==> src/rtl/timer_scheduler_rr_pkg.sv <==
// Shared types and the round-robin index search for the timer scheduler.
// Pure declarations: no latency, no flow control.
package timer_sched_pkg;

  typedef enum logic [1:0] {IDLE, RUN, DONE} sched_state_t;

  localparam int MAX_R = 8;

  // First set bit of req at or above ptr, wrapping modulo r; 0 when req is empty.
  function automatic int rr_pick(input logic [MAX_R-1:0] req, input int ptr, input int r);
    int sel;
    int idx;
    logic found;
    sel = 0;
    found = 1'b0;
    for (int i = 0; i < MAX_R; i++) begin
      idx = (ptr + i) % r;
      if (i < r && !found && req[idx]) begin
        sel = idx;
        found = 1'b1;
      end
    end
    return sel;
  endfunction

endpackage

==> src/rtl/timer_scheduler_rr_if.sv <==
// Requester-side bundle of the timer scheduler: request/duration in, grant/done/count out.
// Level handshake: req held until done or abort; no other backpressure.
interface timer_scheduler_rr_if
  import timer_sched_pkg::*;
#(
  parameter int N = 8,
  parameter int R = 4
);
  localparam int OW = (R > 1) ? $clog2(R) : 1;

  logic [R-1:0]         req;
  logic [R-1:0][N-1:0]  dur;
  logic [R-1:0]         grant;
  logic [R-1:0]         done;
  logic                 busy;
  logic [N-1:0]         count;
  logic [OW-1:0]        owner;

  modport master (output req, dur, input grant, done, busy, count, owner);
  modport slave  (input req, dur, output grant, done, busy, count, owner);

endinterface

==> src/rtl/timer_scheduler_rr_contador_en_nbits.sv <==
// N-bit up-counter with synchronous clear (priority) and enable.
// One-cycle update latency; no flow control.
module contador_en_nbits #(
  parameter int N = 8
) (
  input  logic         clk,
  input  logic         reset,
  input  logic         clear,
  input  logic         en,
  output logic [N-1:0] count
);

  logic [N-1:0] r_count;

  always_ff @(posedge clk) begin
    if (reset || clear) begin
      r_count <= '0;
    end else if (en) begin
      r_count <= r_count + 1'b1;
    end
  end

  assign count = r_count;

endmodule

==> src/rtl/timer_scheduler_rr.sv <==
// Round-robin owner of one shared counter: grant next cycle after req, done dur_l cycles later.
// Requesters hold req until done; dropping req[owner] aborts the window with no done.
module timer_scheduler_rr
  import timer_sched_pkg::*;
#(
  parameter int N = 8,
  parameter int R = 4
) (
  input  logic clk,
  input  logic reset,
  timer_scheduler_rr_if.slave bus
);

  localparam int OW = $clog2(R);
  localparam logic [OW-1:0] LAST_IDX = OW'(R - 1);

  sched_state_t    r_state;
  logic [OW-1:0]   r_owner;
  logic [OW-1:0]   r_ptr;
  logic [N-1:0]    r_dur_l;

  logic [MAX_R-1:0] w_req8;
  logic [OW-1:0]    w_pick;
  logic [OW-1:0]    w_next_ptr;
  logic [N-1:0]     w_count;
  logic             w_last;
  logic             w_clear;
  logic             w_en;

  always_comb begin
    w_req8 = '0;
    w_req8[R-1:0] = bus.req;
  end

  assign w_pick     = OW'(rr_pick(w_req8, int'(r_ptr), R));
  assign w_next_ptr = (r_owner == LAST_IDX) ? '0 : r_owner + 1'b1;
  assign w_last     = (w_count == r_dur_l - 1'b1);
  assign w_en       = (r_state == RUN);
  assign w_clear    = (r_state != RUN);

  contador_en_nbits #(.N(N)) u_cnt (
    .clk   (clk),
    .reset (reset),
    .clear (w_clear),
    .en    (w_en),
    .count (w_count)
  );

  always_ff @(posedge clk) begin
    if (reset) begin
      r_state <= IDLE;
      r_owner <= '0;
      r_ptr   <= '0;
      r_dur_l <= '0;
    end else begin
      case (r_state)
        IDLE: begin
          if (|bus.req) begin
            r_owner <= w_pick;
            r_dur_l <= bus.dur[w_pick];
            r_state <= (bus.dur[w_pick] == '0) ? DONE : RUN;
          end
        end
        RUN: begin
          // An abort wins over a coinciding final cycle: the owner gave up the window.
          if (!bus.req[r_owner]) begin
            r_state <= IDLE;
            r_ptr   <= w_next_ptr;
          end else if (w_last) begin
            r_state <= DONE;
          end
        end
        DONE: begin
          r_ptr   <= w_next_ptr;
          r_state <= IDLE;
        end
        default: r_state <= IDLE;
      endcase
    end
  end

  // Outputs decode only registered state, never req.
  always_comb begin
    bus.grant = '0;
    bus.done  = '0;
    if (r_state == RUN)  bus.grant[r_owner] = 1'b1;
    if (r_state == DONE) bus.done[r_owner]  = 1'b1;
  end

  assign bus.busy  = (r_state != IDLE);
  assign bus.count = (r_state == RUN) ? w_count : '0;
  assign bus.owner = r_owner;

endmodule

==> src/flat_wrapper.sv <==
// flat-port wrapper written by rule: the top's interface ports become plain ports
module timer_scheduler_rr_flat import timer_sched_pkg::*;
#(
  parameter int N = 8,
  parameter int R = 4
)
  (clk, reset, bus_req, bus_dur, bus_grant, bus_done, bus_busy, bus_count, bus_owner);
  timer_scheduler_rr_if #(.N(N), .R(R)) bus_i ();
  input  logic clk;
  input  logic reset;
  input wire logic [$bits(bus_i.req)-1:0] bus_req;
  input wire logic [$bits(bus_i.dur)-1:0] bus_dur;
  output wire logic [$bits(bus_i.grant)-1:0] bus_grant;
  output wire logic [$bits(bus_i.done)-1:0] bus_done;
  output wire logic [$bits(bus_i.busy)-1:0] bus_busy;
  output wire logic [$bits(bus_i.count)-1:0] bus_count;
  output wire logic [$bits(bus_i.owner)-1:0] bus_owner;
  assign bus_i.req = bus_req;
  assign bus_i.dur = bus_dur;
  assign bus_grant = bus_i.grant;
  assign bus_done = bus_i.done;
  assign bus_busy = bus_i.busy;
  assign bus_count = bus_i.count;
  assign bus_owner = bus_i.owner;
  timer_scheduler_rr #(.N(N), .R(R)) u_core (.clk(clk), .reset(reset), .bus(bus_i));
endmodule
==> config.mk <==
export PLATFORM = sky130hd
export DESIGN_NAME = timer_scheduler_rr_flat
export DESIGN_NICKNAME = d
export VERILOG_FILES = /design/src/rtl/timer_scheduler_rr_pkg.sv /design/src/rtl/timer_scheduler_rr_if.sv /design/src/rtl/timer_scheduler_rr_contador_en_nbits.sv /design/src/rtl/timer_scheduler_rr.sv /design/src/flat_wrapper.sv
export SDC_FILE = /design/constraint.sdc
export NUM_CORES = 1
export LEC_CHECK = 0
export ABC_AREA = 1
export CAP_MARGIN = 20
export CORE_MARGIN = 1.5
export CORE_UTILIZATION = 45
export CTS_CLUSTER_DIAMETER = 30
export CTS_CLUSTER_SIZE = 12
export DETAILED_ROUTE_END_ITERATION = 7
export GPL_TIMING_DRIVEN = 0
export PLACE_DENSITY = 0.76
export SETUP_SLACK_MARGIN = 0.3
export SLEW_MARGIN = 20
export SYNTH_ARGS = -nofsm -noshare
export SYNTH_HDL_FRONTEND = slang
export SYNTH_SLANG_ARGS = --single-unit
==> constraint.sdc <==
create_clock -name clk -period 3.8 [get_ports clk]
set_input_delay 0.95 -clock clk [delete_from_list [all_inputs] [get_ports clk]]
set_output_delay 0.95 -clock clk [all_outputs]
set_load 0.02 [all_outputs]
# Word-level counts from Yosys, hierarchy flattened
# Cells that the tools add are included.
totals:
  ff_bits: 22
classes:
  bitwise: 3
  order_cmp: 7
  reduce_logical: 19
  add_sub_neg: 6
  mux: 35
  n_eq_ne: 8
ops:
  columns: ["op", "n"]
  rows:
  - ["$mux 2", 10]
  - ["$bmux 8 s2", 1]
  - ["$mux 8", 2]
  - ["$lt 3x5->1 const B", 3]
  - ["$mux 1", 12]
  - ["$bmux 1 s3", 3]
  - ["$add 8x1->8 const B", 1]
  - ["$eq 8x8->1", 1]
  - ["$logic_not 8->1", 1]
  - ["$mux 4", 2]
  - ["$pmux 2 s2", 2]
  - ["$sub 8x1->8 const B", 1]
  - ["$lt 2x3->1 const B", 2]
  - ["$reduce_and 2->1", 3]
  - ["$reduce_or 2->1", 3]
  - ["$add 2x1->2 const B", 2]
  - ["$add 2x2->2 const B", 2]
  - ["$bmux 1 s2", 2]
  - ["$eq 2x2->1 const B", 2]
  - ["$logic_and 1x1->1", 4]
  - ["$lt 2x4->1 const B", 1]
  - ["$ne 2x1->1 const B", 2]
  - ["$reduce_bool 2->1", 2]
  - ["$reduce_or 4->1", 1]
  - ["other kinds (9)", 13]

# Logic depth before layout (Yosys ltp)
logic_depth:
  ltp_word: 20
  ltp_mapped: 20

# Modules after synthesis
# From an unflattened synthesis, not the netlist that was laid out.
unflattened:
  hier_cells: 316
  hier_area_um2: 1986.9
by_module_without_submodules:
  columns: ["module", "area_per_inst_um2", "n_inst", "cells_each"]
  rows:
  - ["timer_scheduler_rr", 1609.0, 1, 266]
  - ["contador_en_nbits", 377.9, 1, 50]

# Worst setup path before layout
# No wires, ideal clock.
synth_path:
  kind: "input -> register"
  from: "input bus_req[1]"
  to: "register u_core.r_state[0]"
  path_stages: 19
  arrival_time_ps: 2248
  setup_slack_ps: 1436
  path_cell_list: "inv_1 -> nand2_1 -> nand3_2 -> nand2_2 -> inv_1 -> nand2_1 -> nand2_1 -> nand2_2 -> nand2_4 -> nand2_4 -> buf_6 -> nand2_1 -> nand3_1 -> nand2_1 -> nand2_1 -> nor2_2 -> nand2_1 -> nand2_1 -> a21oi_1"
synth_via:
  elab_chain_len: 18
  word_cells_on_any_way: 37
  cone_classes: "eq/ne: 2; mux: 26; reduce/logical: 9"
synth_rtl:
  columns: ["item", "line_no", "source"]
  rows:
  - ["start: declaration", "flat_wrapper.sv:11", "input wire logic [$bits(bus_i.req)-1:0] bus_req;"]
  - ["$bmux 1 s2", "timer_scheduler_rr_pkg.sv:18", "if (i < r && !found && req[idx]) begin"]
  - ["$mux 1 (implied by the code)", "timer_scheduler_rr_pkg.sv:18", null]
  - ["$mux 1", "timer_scheduler_rr_pkg.sv:18", null]
  - ["$logic_not 1->1", "timer_scheduler_rr_pkg.sv:18", null]
  - ["$logic_and 1x1->1", "timer_scheduler_rr_pkg.sv:18", null]
  - ["$mux 1", "timer_scheduler_rr_pkg.sv:18", null]
  - ["$logic_not 1->1", "timer_scheduler_rr_pkg.sv:18", null]
  - ["$logic_and 1x1->1", "timer_scheduler_rr_pkg.sv:18", null]
  - ["(+2 left out)", null, null]
  - ["$logic_and 1x1->1", "timer_scheduler_rr_pkg.sv:18", null]
  - ["$mux 2", "timer_scheduler_rr_pkg.sv:18", null]
  - ["$bmux 8 s2", "timer_scheduler_rr.sv:61", "r_state <= (bus.dur[w_pick] == '0) ? DONE : RUN;"]
  - ["$mux 8 (implied by the code)", "timer_scheduler_rr.sv:61", null]
  - ["$logic_not 8->1", "timer_scheduler_rr.sv:61", null]
  - ["$mux 2", "timer_scheduler_rr.sv:61", null]
  - ["$mux 2", "timer_scheduler_rr.sv:58", "if (|bus.req) begin"]
  - ["$pmux 2 s2", "timer_scheduler_rr.sv:56", "case (r_state)"]
  - ["end signal: assignment", "timer_scheduler_rr.sv:61", null]
  - ["end: declaration", "timer_scheduler_rr.sv:17", "sched_state_t r_state;"]
# Parallel ways exist; a longest one is shown, timed or not. The select of a mux whose other input is x is not followed.
# A chain may end at the register's enable or synchronous reset.

# Final worst setup path
layout_path:
  from: "register u_core.r_state[1]"
  to: "output bus_count[4]"
layout_via:
  elab_chain_len: 2
layout_rtl:
  columns: ["item", "line_no", "source"]
  rows:
  - ["$eq 2x1->1", "timer_scheduler_rr.sv:91", "assign bus.count = (r_state == RUN) ? w_count : '0;"]
  - ["$mux 8", "timer_scheduler_rr.sv:91", null]
  - ["end: declaration", "flat_wrapper.sv:16", "output wire logic [$bits(bus_i.count)-1:0] bus_count;"]
# Every way passes these cells.

==> impl_metrics.tcl <==
set metrics [dict create \
    status "complete, no violations" \
    required_ns 2.85 \
    worstPathArrival_ns 2.06 \
    worstSetupPathType "flip-flop to primary output" \
    synth_top_family_by_area "simple AND/OR/NAND/NOR gates" \
    finalCritPeriodShare_pct 79.2 \
    dieWidth_um 69.4 \
    yosysMostFrequentCell "nand2_1" \
    p_sw_w 0.00120 \
    hold_start "u_core.u_cnt.count[0]" \
    postSynthAreaPerCell_um2 6.11 \
    async_flop_share_pct 0 \
    placed_cells 431 \
    drive_gt1_share_pct 8.05 \
    finalHoldViolCount 0 \
    yosys_warnings 0 \
    grt_pass1_wl_mm 8.30 \
    slew_headroom_pct 64.6 \
    postCtsSetupBuffers 0 \
    cts_buffer_depth 2 \
    timing.hold.ws_ns 0.482 \
    crit_top_cell "inv_1" \
    p_leak_nw 1.36 \
    synth_nets 372 \
    slowest_delay_ns 0.59 \
    max_freq_mhz 332 \
    worst_path_max_delay_cell "clkdlybuf4s50_1" \
    internal-power_w 0.00103 \
    cts_hold_buf 0 \
    num_vias 2077 \
    ys_seq_elements 22 \
    synth_edf_count 0 \
    crit_fanout 10 \
    routed_wl_mm 4.54 \
    core_um2 4120 \
    track_usage_pct 19.9 \
    grt_pass1_vias 1996 \
    io_pins 57 \
    yosysUniqueCellTypes 29 \
    setup_viol 0 \
    overflow 0 \
    pwr-share-comb_pct 76.4 \
    hold_path_class "flip-flop to flip-flop" \
    cp.depth 6 \
    ys_seq_area_share_pct 22.2 \
    ant_nets 0 \
    synthFlopType "dfxtp_1" \
    yosysTopAreaCellShare_pct 22.2 \
    synthTopCellsByCount "nand2_1, inv_1, nand3_1" \
    nNetsFinal 433 \
    grt_antenna_before_repair 0 \
    cp-end-kind "primary output" \
    yosys-top-cells-area "dfxtp_1, nand2_1, inv_1" \
    via_per_inst 4.77 \
    crit_buf_inv 4 \
    cts_resized 0 \
    drtIter0Drc 100 \
    area_growth_pct 34.2 \
    p_seq_share_pct 16.1 \
    grt_start_max_net_pins 13 \
    pwr-share-clk_pct 7.5 \
    cts_root_buf "clkbuf_8" \
    post_synth_mux_area_share_pct 0 \
    start_kind "flip-flop" \
    fin_crit_ns 3.01 \
    num_antenna_cells 0 \
    p_total_w 0.00223 \
    final.setup.tns_ns 0 \
    powerDensity_nw_per_um2 837 \
    dieHeight_um 69.4 \
    initial_core_util_pct 48.3 \
    cts_tree "built" \
    crit_family "buffers and inverters" \
    rows 23 \
    dieArea_um2 4820 \
    worst_pin_slew_ns 0.525 \
    drc 0 \
    crit_start "u_core.r_state[1]" \
    clk_latency_ns 0.26 \
    synth_top_area_cell "dfxtp_1" \
    clock_sinks 22 \
    slew_viol_final 0 \
    htree_num_levels 1 \
    worst-r2r-cell-count 17 \
    syn_inst 325 \
    numCtsBuffers 3 \
    irDropWorstVdd_v 0.000607 \
    synth-compound-area-share_pct 9.26 \
    synthSimpleGateAreaFrac_pct 43.9 \
    min_path_cells 1 \
    portBuffers 56 \
    yosys.area_share.adder_pct 5.67 \
    r2r_slack_ns 1.65 \
    place.gp.congestion 0.819 \
    rsz0062_at_grt "false" \
    synth_xor_area_share_pct 4.41 \
    hpwl_mm 3.71 \
    fin_cells 435 \
    synth_area_um2 1990 \
    wl_per_cell_um 10.4 \
    clkTransAtPathRegs_ns 0.08 \
    first_pass_iters 4 \
    reg2reg_from "u_core.r_ptr[0]" \
    crit_chain "inv_1, ha_1, clkbuf_1, nand2_1, inv_1, clkdlybuf4s50_1" \
    clock_skew_ns 0.00264 \
    p_sw_share_pct 53.7 \
    max_cap_violations 0 \
]
==> cells in the final DEF (no fill, tap or decap) <==
master	instances
dfxtp_1	22
inv_2	2
ha_1	9
nand4_1	3
inv_8	1
clkbuf_1	3
a31oi_1	1
nor3b_1	1
inv_1	57
nor2_8	1
nor4_1	2
nor3_1	4
xnor2_1	5
nor2_4	1
nand3_1	38
clkinv_1	1
buf_6	3
o211ai_1	7
nor2_2	2
nand2_2	8
nand2_1	93
nor2_1	22
nand3_2	2
nand2_4	5
buf_4	1
nand4_4	1
clkdlybuf4s50_1	56
clkbuf_8	4
xor2_1	5
o21ai_0	11
a21oi_1	14
==> worst reg2reg max path, cell delays in order, from the launching register on <==
cell and delay, ns:
dfxtp_1 0.33, buf_6 0.15, inv_8 0.06, nand2_1 0.05, nand2_1 0.08, nand2_2 0.10, nand2_4 0.08, nor2_8 0.13
nand3_1 0.09, nand3_1 0.12, nand2_4 0.11, inv_2 0.15, nand3_1 0.09, nand2_1 0.09, nand2_1 0.07, nor2_2 0.16
nand3_1 0.09, a21oi_1 0.14
==> through the flow <==
step / worst slack [ns] / utilization (%) / instance area, um^2
floorplan: 1.44 / - / 1990
global placement: 0.636 / 63.4 / 2610
detailed placement: 0.610 / 63.4 / 2610
CTS: 0.773 / 64.7 / 2660
global route: 0.671 / 64.7 / 2660
finish: 0.791 / 64.7 / 2660
==> flip-flops by register name (all words and copies together), names as in the netlist <==
register            flops
u_core.r_ptr            2
u_core.u_cnt.count      8
u_core.r_dur_l          8
u_core.r_state          2
u_core.bus.owner        2
==> layer usage <==
layer / global-route usage, % / part of all wire [%] / vias to the layer above
met3: 3.34 / 3.4 / 4
met1: 24.6 / 47 / 900
met4: 2.83 / 0.57 / 0
li1: - / - / 1135
met2: 36.9 / 49 / 38
met5: 0 / 0 / -
==> power by group through the flow <==
stage               clock network (W)  registers, W  logic (W)
floorplan                           0      0.000361    0.00136
global placement                    0      0.000364    0.00169
detailed placement                  0      0.000365    0.00171
CTS                          0.000173      0.000360    0.00172
global route                 0.000182      0.000372    0.00193
finish                       0.000166      0.000359    0.00170
==> path summary, 6_finish.rpt <==
path / endpoint
hold / removal: u_core.u_cnt.count[0]
setup / recovery: bus_count[4]
setup reg to reg: u_core.r_state[1]
hold reg to reg: u_core.u_cnt.count[0]
==> layout make-up <==
type	instances	area, um^2
multi-input cells	235	1260
repair buffers	56	561
well taps	50	62.6
fillers	423	1450
clock buffers	4	55.1
plain buffers	7	52.6
flip-flops and latches	22	440
inverters	61	236
==> logic make-up (layout without fill, tap and decap cells) <==
kind of cell	Yosys count	in the layout
buf+inv	68	128
flops	22	22
simple gates	183	183
fa+ha+maj	9	9
xor+xnor	10	10
compound gates	33	33
(Power assumes the default switching activity.)
